==> config.mk <==
export PLATFORM = sky130hd
export DESIGN_NAME = phase_sequencer
export DESIGN_NICKNAME = d
export VERILOG_FILES = /design/src/rtl/phase_seq_pkg.sv /design/src/rtl/phase_sequencer_buffer.sv /design/src/rtl/phase_sequencer.sv
export SDC_FILE = /design/constraint.sdc
export NUM_CORES = 1
export LEC_CHECK = 0
export BUFFER_PORTS_ARGS = -buffer_cell sky130_fd_sc_hd__buf_2
export CORE_UTILIZATION = 45
export DETAILED_ROUTE_END_ITERATION = 7
export GPL_ROUTABILITY_DRIVEN = 0
export PLACE_DENSITY = 0.71
export SYNTH_ARGS = -nofsm -noshare
export SYNTH_HDL_FRONTEND = slang
export SYNTH_SLANG_ARGS = --single-unit
==> constraint.sdc <==
create_clock -name clk -period 2.5 [get_ports clk]
set_input_delay 0.25 -clock clk [delete_from_list [all_inputs] [get_ports clk]]
set_output_delay 0.25 -clock clk [all_outputs]
set_load 0.01 [all_outputs]
==> src/rtl/phase_seq_pkg.sv <==
// phase_seq_pkg
// Shared types and helpers for the phase sequencer.
//   phase_state_e : sequencer FSM state (IDLE / ACTIVE / DEAD)
//   cnt_width()   : width of a down-counter that must hold n distinct values
package phase_seq_pkg;

  typedef enum logic [1:0] {
    IDLE   = 2'd0,
    ACTIVE = 2'd1,
    DEAD   = 2'd2
  } phase_state_e;

  // Bits needed to count n-1 down to 0; never less than one bit so the
  // counter exists even when every period is a single clock.
  function automatic int cnt_width(input int n);
    return (n <= 2) ? 1 : $clog2(n);
  endfunction

endpackage

==> src/rtl/phase_sequencer_buffer.sv <==
// phase_buffer
// NPHASE-wide registered inverting buffer producing the high-current phase
// copies: faz_hi is ~faz_dr delayed by one clock. Reset forces all ones
// (every high-current drive inactive) asynchronously.
// Ports:
//   clk    in   system clock
//   rst_n  in   asynchronous active-low reset
//   faz_dr in   [NPHASE] active-high phase drives
//   faz_hi out  [NPHASE] registered inverted drives
module phase_buffer #(
  parameter int NPHASE = 4
) (
  input  logic              clk,
  input  logic              rst_n,
  input  logic [NPHASE-1:0] faz_dr,
  output logic [NPHASE-1:0] faz_hi
);

  logic [NPHASE-1:0] faz_hi_d;
  logic [NPHASE-1:0] faz_hi_q;

  always_comb begin
    faz_hi_d = ~faz_dr;
  end

  always_ff @(posedge clk or negedge rst_n) begin
    if (!rst_n) begin
      faz_hi_q <= '1;
    end else begin
      faz_hi_q <= faz_hi_d;
    end
  end

  assign faz_hi = faz_hi_q;

endmodule

==> src/rtl/phase_sequencer.sv <==
// phase_sequencer
// Multi-phase timing generator: NPHASE non-overlapping one-hot drive pulses,
// each PH_CYCLES clocks long and followed by DEAD_CYCLES clocks of dead time,
// with run/stop control, a cycle-complete strobe and inverted high-current
// copies of the drives.
//
// Optional feature macro: PHASE_SEQ_STEP_EN
//   defined   : in IDLE with run=0 a sampled step executes exactly one phase
//               and step_ack pulses when IDLE is re-entered.
//   undefined : step is ignored and step_ack stays 0.
//
// Ports:
//   clk          in   system clock, rising edge
//   rst_n        in   asynchronous active-low reset
//   run          in   level, high = free-run the phase sequence
//   step         in   single-step request (only with PHASE_SEQ_STEP_EN)
//   step_ack     out  one-clock pulse when a stepped phase completes
//   faz_dr       out  [NPHASE] one-hot active-high phase drives
//   faz_hi       out  [NPHASE] inverted drives, one clock behind faz_dr
//   phase_idx    out  [IW] current phase (next phase when idle)
//   cycle_strobe out  one-clock pulse on the final clock of phase NPHASE-1
//   state_dbg    out  FSM state register, for observation only
//
// Every output is a register fed from the FSM state registers, so the output
// timeline runs one clock behind the internal state: run sampled in IDLE at
// edge N moves the FSM to ACTIVE at N and faz_dr rises after N+1.
//
// Parameter legality: NPHASE >= 2, PH_CYCLES >= 1, DEAD_CYCLES >= 0.
module phase_sequencer
  import phase_seq_pkg::*;
#(
  parameter int NPHASE      = 4,
  parameter int PH_CYCLES   = 2,
  parameter int DEAD_CYCLES = 1,
  parameter int IW          = $clog2(NPHASE)
) (
  input  logic              clk,
  input  logic              rst_n,
  input  logic              run,
  input  logic              step,
  output logic              step_ack,
  output logic [NPHASE-1:0] faz_dr,
  output logic [NPHASE-1:0] faz_hi,
  output logic [IW-1:0]     phase_idx,
  output logic              cycle_strobe,
  output phase_state_e      state_dbg
);

  localparam int CNT_N = (PH_CYCLES > DEAD_CYCLES) ? PH_CYCLES : DEAD_CYCLES;
  localparam int CW    = cnt_width(CNT_N);

  // Counter reload values: the counter runs down to 0 on the last clock.
  localparam logic [CW-1:0]     PH_LAST   = CW'(PH_CYCLES - 1);
  localparam logic [CW-1:0]     DEAD_LAST = CW'((DEAD_CYCLES > 0) ? DEAD_CYCLES - 1 : 0);
  localparam logic [IW-1:0]     IDX_LAST  = IW'(NPHASE - 1);
  localparam logic [NPHASE-1:0] ONE_HOT0  = NPHASE'(1);

  // FSM and sequencing state
  phase_state_e state_d, state_q;
  logic [CW-1:0] cnt_d, cnt_q;
  logic [IW-1:0] idx_d, idx_q;
  logic          stepping_d, stepping_q;  // current phase was started by step

  // Registered outputs
  logic [NPHASE-1:0] faz_dr_d, faz_dr_q;
  logic [IW-1:0]     phase_idx_d, phase_idx_q;
  logic              cycle_strobe_d, cycle_strobe_q;
  logic              step_ack_d, step_ack_q;

  logic phase_end;  // final clock of the current phase (ACTIVE or DEAD)
  logic step_go;    // qualified single-step request

`ifdef PHASE_SEQ_STEP_EN
  // run has priority: a step coinciding with run is just a normal start.
  assign step_go = step & ~run;
`else
  assign step_go = step & 1'b0;
`endif

  // ---------------------------------------------------------------------
  // State register
  // ---------------------------------------------------------------------
  always_ff @(posedge clk or negedge rst_n) begin
    if (!rst_n) begin
      state_q        <= IDLE;
      cnt_q          <= '0;
      idx_q          <= '0;
      stepping_q     <= 1'b0;
      faz_dr_q       <= '0;
      phase_idx_q    <= '0;
      cycle_strobe_q <= 1'b0;
      step_ack_q     <= 1'b0;
    end else begin
      state_q        <= state_d;
      cnt_q          <= cnt_d;
      idx_q          <= idx_d;
      stepping_q     <= stepping_d;
      faz_dr_q       <= faz_dr_d;
      phase_idx_q    <= phase_idx_d;
      cycle_strobe_q <= cycle_strobe_d;
      step_ack_q     <= step_ack_d;
    end
  end

  // ---------------------------------------------------------------------
  // Next-state logic
  // ---------------------------------------------------------------------
  always_comb begin
    state_d    = state_q;
    cnt_d      = cnt_q;
    idx_d      = idx_q;
    stepping_d = stepping_q;
    phase_end  = 1'b0;

    unique case (state_q)
      IDLE: begin
        stepping_d = 1'b0;
        if (run) begin
          state_d = ACTIVE;
          cnt_d   = PH_LAST;
        end else if (step_go) begin
          state_d    = ACTIVE;
          cnt_d      = PH_LAST;
          stepping_d = 1'b1;
        end
      end
      ACTIVE: begin
        if (cnt_q != '0) begin
          cnt_d = cnt_q - CW'(1);
        end else if (DEAD_CYCLES > 0) begin
          state_d = DEAD;
          cnt_d   = DEAD_LAST;
        end else begin
          phase_end = 1'b1;
        end
      end
      DEAD: begin
        if (cnt_q != '0) begin
          cnt_d = cnt_q - CW'(1);
        end else begin
          phase_end = 1'b1;
        end
      end
      default: begin
        state_d = IDLE;
        cnt_d   = '0;
      end
    endcase

    // Phase-end: advance the index; run decides between the next phase and
    // stopping. A stepped phase keeps its flag through IDLE entry so the
    // acknowledge can be produced from IDLE.
    if (phase_end) begin
      idx_d = (idx_q == IDX_LAST) ? '0 : idx_q + IW'(1);
      if (run) begin
        state_d    = ACTIVE;
        cnt_d      = PH_LAST;
        stepping_d = 1'b0;
      end else begin
        state_d = IDLE;
        cnt_d   = '0;
      end
    end
  end

  // ---------------------------------------------------------------------
  // Output logic (decoded from current state, registered above)
  // ---------------------------------------------------------------------
  always_comb begin
    faz_dr_d       = '0;
    phase_idx_d    = idx_q;
    cycle_strobe_d = phase_end && (idx_q == IDX_LAST);
    step_ack_d     = (state_q == IDLE) && stepping_q;
    if (state_q == ACTIVE) begin
      faz_dr_d = ONE_HOT0 << idx_q;
    end
  end

  phase_buffer #(
    .NPHASE (NPHASE)
  ) u_phase_buffer (
    .clk    (clk),
    .rst_n  (rst_n),
    .faz_dr (faz_dr_q),
    .faz_hi (faz_hi)
  );

  assign faz_dr       = faz_dr_q;
  assign phase_idx    = phase_idx_q;
  assign cycle_strobe = cycle_strobe_q;
  assign step_ack     = step_ack_q;
  assign state_dbg    = state_q;

endmodule

==> results.cfg <==
[synth]
async_reset_ff_share_pct = 100
synth_flop_cell = dfrtp_1
seq_area_frac_synth_pct = 66.1
synth_nets = 60
synth_cell_types = 18
synthTopCellsByArea = dfrtp_1 51%, dfstp_2 15%, ha_1 7.3%, and2_2 4.4%, inv_1 3.8%
synth_edf_count = 0
synth_seq_cells = 18
synthTopCellsByCount = 14 x dfrtp_1, 7 x inv_1, 4 x and2_2, 4 x dfstp_2, 4 x ha_1
syn_area_per_cell_sq_um = 13.3
syn-cell-area_sq_um = 689
yosys_warnings = 0
synth_most_common_cell = dfrtp_1
yosysTopAreaCell = dfrtp_1
synth_top_area_share_pct = 50.8
synthCells = 52

[floorplanning]
initial_utilization_pct = 50.5
fp.dieArea_sq_um = 1690
rows = 13
ios = 18
die_x_um = 41.1
coreArea_sq_um = 1370
die_h_um = 41.1

[worst_setup_path]
worstReg2RegStart = idx_q[0]$_DFFE_PN0P_
crit_start = state_dbg[0]$_DFFE_PN0P_
worstPathBufferInverterCount = 1
r2r_slack_ns = 1.41
required_ns = 2.25
end_kind = output port
cp_slowest_cell = dfrtp_1
regToRegEndpoint = idx_q[1]$_DFFE_PN0P_
reg2regPathDepth = 4
cp-start-kind = flip-flop
setup.worst_path.class = reg2out
path_delay_family = flip-flops
critical_path_depth = 1
arrival_ns = 1.02
critPathMaxFanout = 8
cpPeakStageDelay_ns = 0.53
worstSetupEndpoint = state_dbg[0]
crit_chain = buf_2

[route]
dr.pass1.iters = 2
viasPerCell = 4.63
vias = 403
drc = 0
drtAntennaViolNets = 0
wl_um = 989
wl_per_cell_um = 11.4
drt_iter0_markers = 4

[clocking]
clk_pin_slew_ns = 0.10
cts_tree = yes
htreeDepth = 1
clock_latency_ns = 0.29
clock_sinks = 18
root_buffer = clkbuf_4
cts_max_path_buffers = 2
cts_setup_buffers = 0
cts_buffers = 3

[sta]
final_max_slew_viol_count = 0
tightest_slew_ns = 0.388
max-slew-margin-rel_pct = 74.2
fin_crit_sh_pct = 50.7
fmax_mhz = 790
hold_viol = 0
finalSetupViolations = 0
finClkSkew_ns = 0.00941
setup_tns_ns = 0
rsz0062_at_grt = false
finalCriticalPeriod_ns = 1.27

[cells_and_area]
area_delta_synth_final_pct = 18.0
fin_cells = 87
multi_input_area_sq_um = 196
fillers = 109
num-nets-final = 81
drive_above_1_share_pct = 40.3
final-seq-area_sq_um = 455
diodes = 0
final_area_sq_um = 813

[pwr]
sw_frac_of_total_pct = 34.1
p_per_area_nw_per_um2 = 1070
clockPowerShare_pct = 16.5
seq_power_share_pct = 53.8
p_comb_share_pct = 29.6
p_sw_mw = 0.297
p_int_mw = 0.573
p_leak_nw = 0.414
peakVddDrop_uv = 501

[place]
dp_hpwl_um = 709
dpl.cell_count = 82
post_dp_cell_area_sq_um = 777
io_buffers = 16

[worst_hold_path]
min_path_type = in2reg

[grt]
grt_max_degree = 19
grt_pass1_vias = 370
antenna_found_initial = 0
grt_usage_pct = 15.1
grt_pass1_wl_um = 1480
overflow = 0

[run]
drv_cap = 0

[status]
outcome = finished, final reports clean
## placed cells by master (no fill, tap or decap), types with 2 or more instances in the layout
cell type,synthesis,final
a21oi_1,3,3
o21ai_0,2,2
clkbuf_4,0,3
nand2b_1,2,2
dfrtp_1,14,14
buf_2,0,16
and2_2,4,4
ha_1,4,4
inv_1,7,7
dfstp_2,4,4
nand2_1,3,3
## state kept, by name, summed over array words and instances, names as in the netlist
| register | flops |
|---|---|
| idx_q | 2 |
| faz_dr | 4 |
| step_ack | 1 |
| u_phase_buffer.faz_hi | 4 |
| cycle_strobe | 1 |
| state_dbg | 2 |
| phase_idx | 2 |
| stepping_q | 1 |
| cnt_q | 1 |
## power groups by stage
stage | Combinational [mW] | Clock, mW | Sequential (mW)
floorplan | 0.157 | 0 | 0.486
global placement | 0.247 | 0 | 0.469
detailed placement | 0.256 | 0 | 0.475
CTS | 0.262 | 0.150 | 0.469
global route | 0.299 | 0.163 | 0.487
finish | 0.258 | 0.144 | 0.469
## tightest hold or removal path, cell delays in order
cell and delay [ns]:
buf_2 0.11, nand2b_1 0.08, a21oi_1 0.07
## layout make-up
| class | count | share of cell area (%) |
|---|---|---|
| inverters | 7 | 3.23 |
| flip-flops and latches | 18 | 56.0 |
| multi-input cells | 26 | 24.2 |
| well taps | 15 | 2.31 |
| repair buffers | 17 | 11.1 |
| clock buffers | 4 | 3.23 |
## kinds of logic after synthesis
kind of cell	synth area share (%)
flip-flops	66.1
AO/OA/AOI/OAI	4.54
AND/OR/NAND/NOR	15.2
adder cells (fa/ha/maj)	7.26
buffers and inverters	5.45
multiplexers	1.45
## per-stage QoR
| step | total power [mW] | setup WS [ns] | hold slack (ns) | util (%) |
|---|---|---|---|---|
| after floorplan | 0.643 | 1.46 | -0.0456 | - |
| final | 0.871 | 1.23 | 0.246 | 59.5 |
| after CTS | 0.882 | 1.22 | 0.240 | 59.5 |
| after detailed placement | 0.731 | 1.45 | 0.194 | 56.9 |
| after global placement | 0.716 | 1.46 | 0.189 | 56.9 |
| after global routing | 0.949 | 1.17 | 0.273 | 59.5 |
## routing by layer
metal	share of wire (%)	GRT usage [%]	vias to the layer above	wire length (um)
li1	-	-	201	-
met1	42	14.4	189	412
met2	53	26.2	11	521
met3	4.3	4.89	2	43
met4	1.2	12.1	0	12
met5	0	0	-	0
## how the worst min path moves through the flow
stage                     start                  endpoint  slack, ns  cells after the start
after floorplan           rst_n         cnt_q$_DFFE_PN0P_      -0.05                      0
after global placement    rst_n       faz_dr[0]$_DFF_PN0_       0.19                      1
final                       run         cnt_q$_DFFE_PN0P_       0.25                      3
after CTS                   run         cnt_q$_DFFE_PN0P_       0.24                      3
after detailed placement  rst_n      stepping_q$_DFF_PN0_       0.19                      1
after global routing        run  state_dbg[0]$_DFFE_PN0P_       0.27                      3
## timing repair
action | CTS | global route
hold endpoints to repair | 14 | 0
gates resized for setup | 0 | 0
hold buffers | 1 | 0
(Power assumes the default switching activity.)
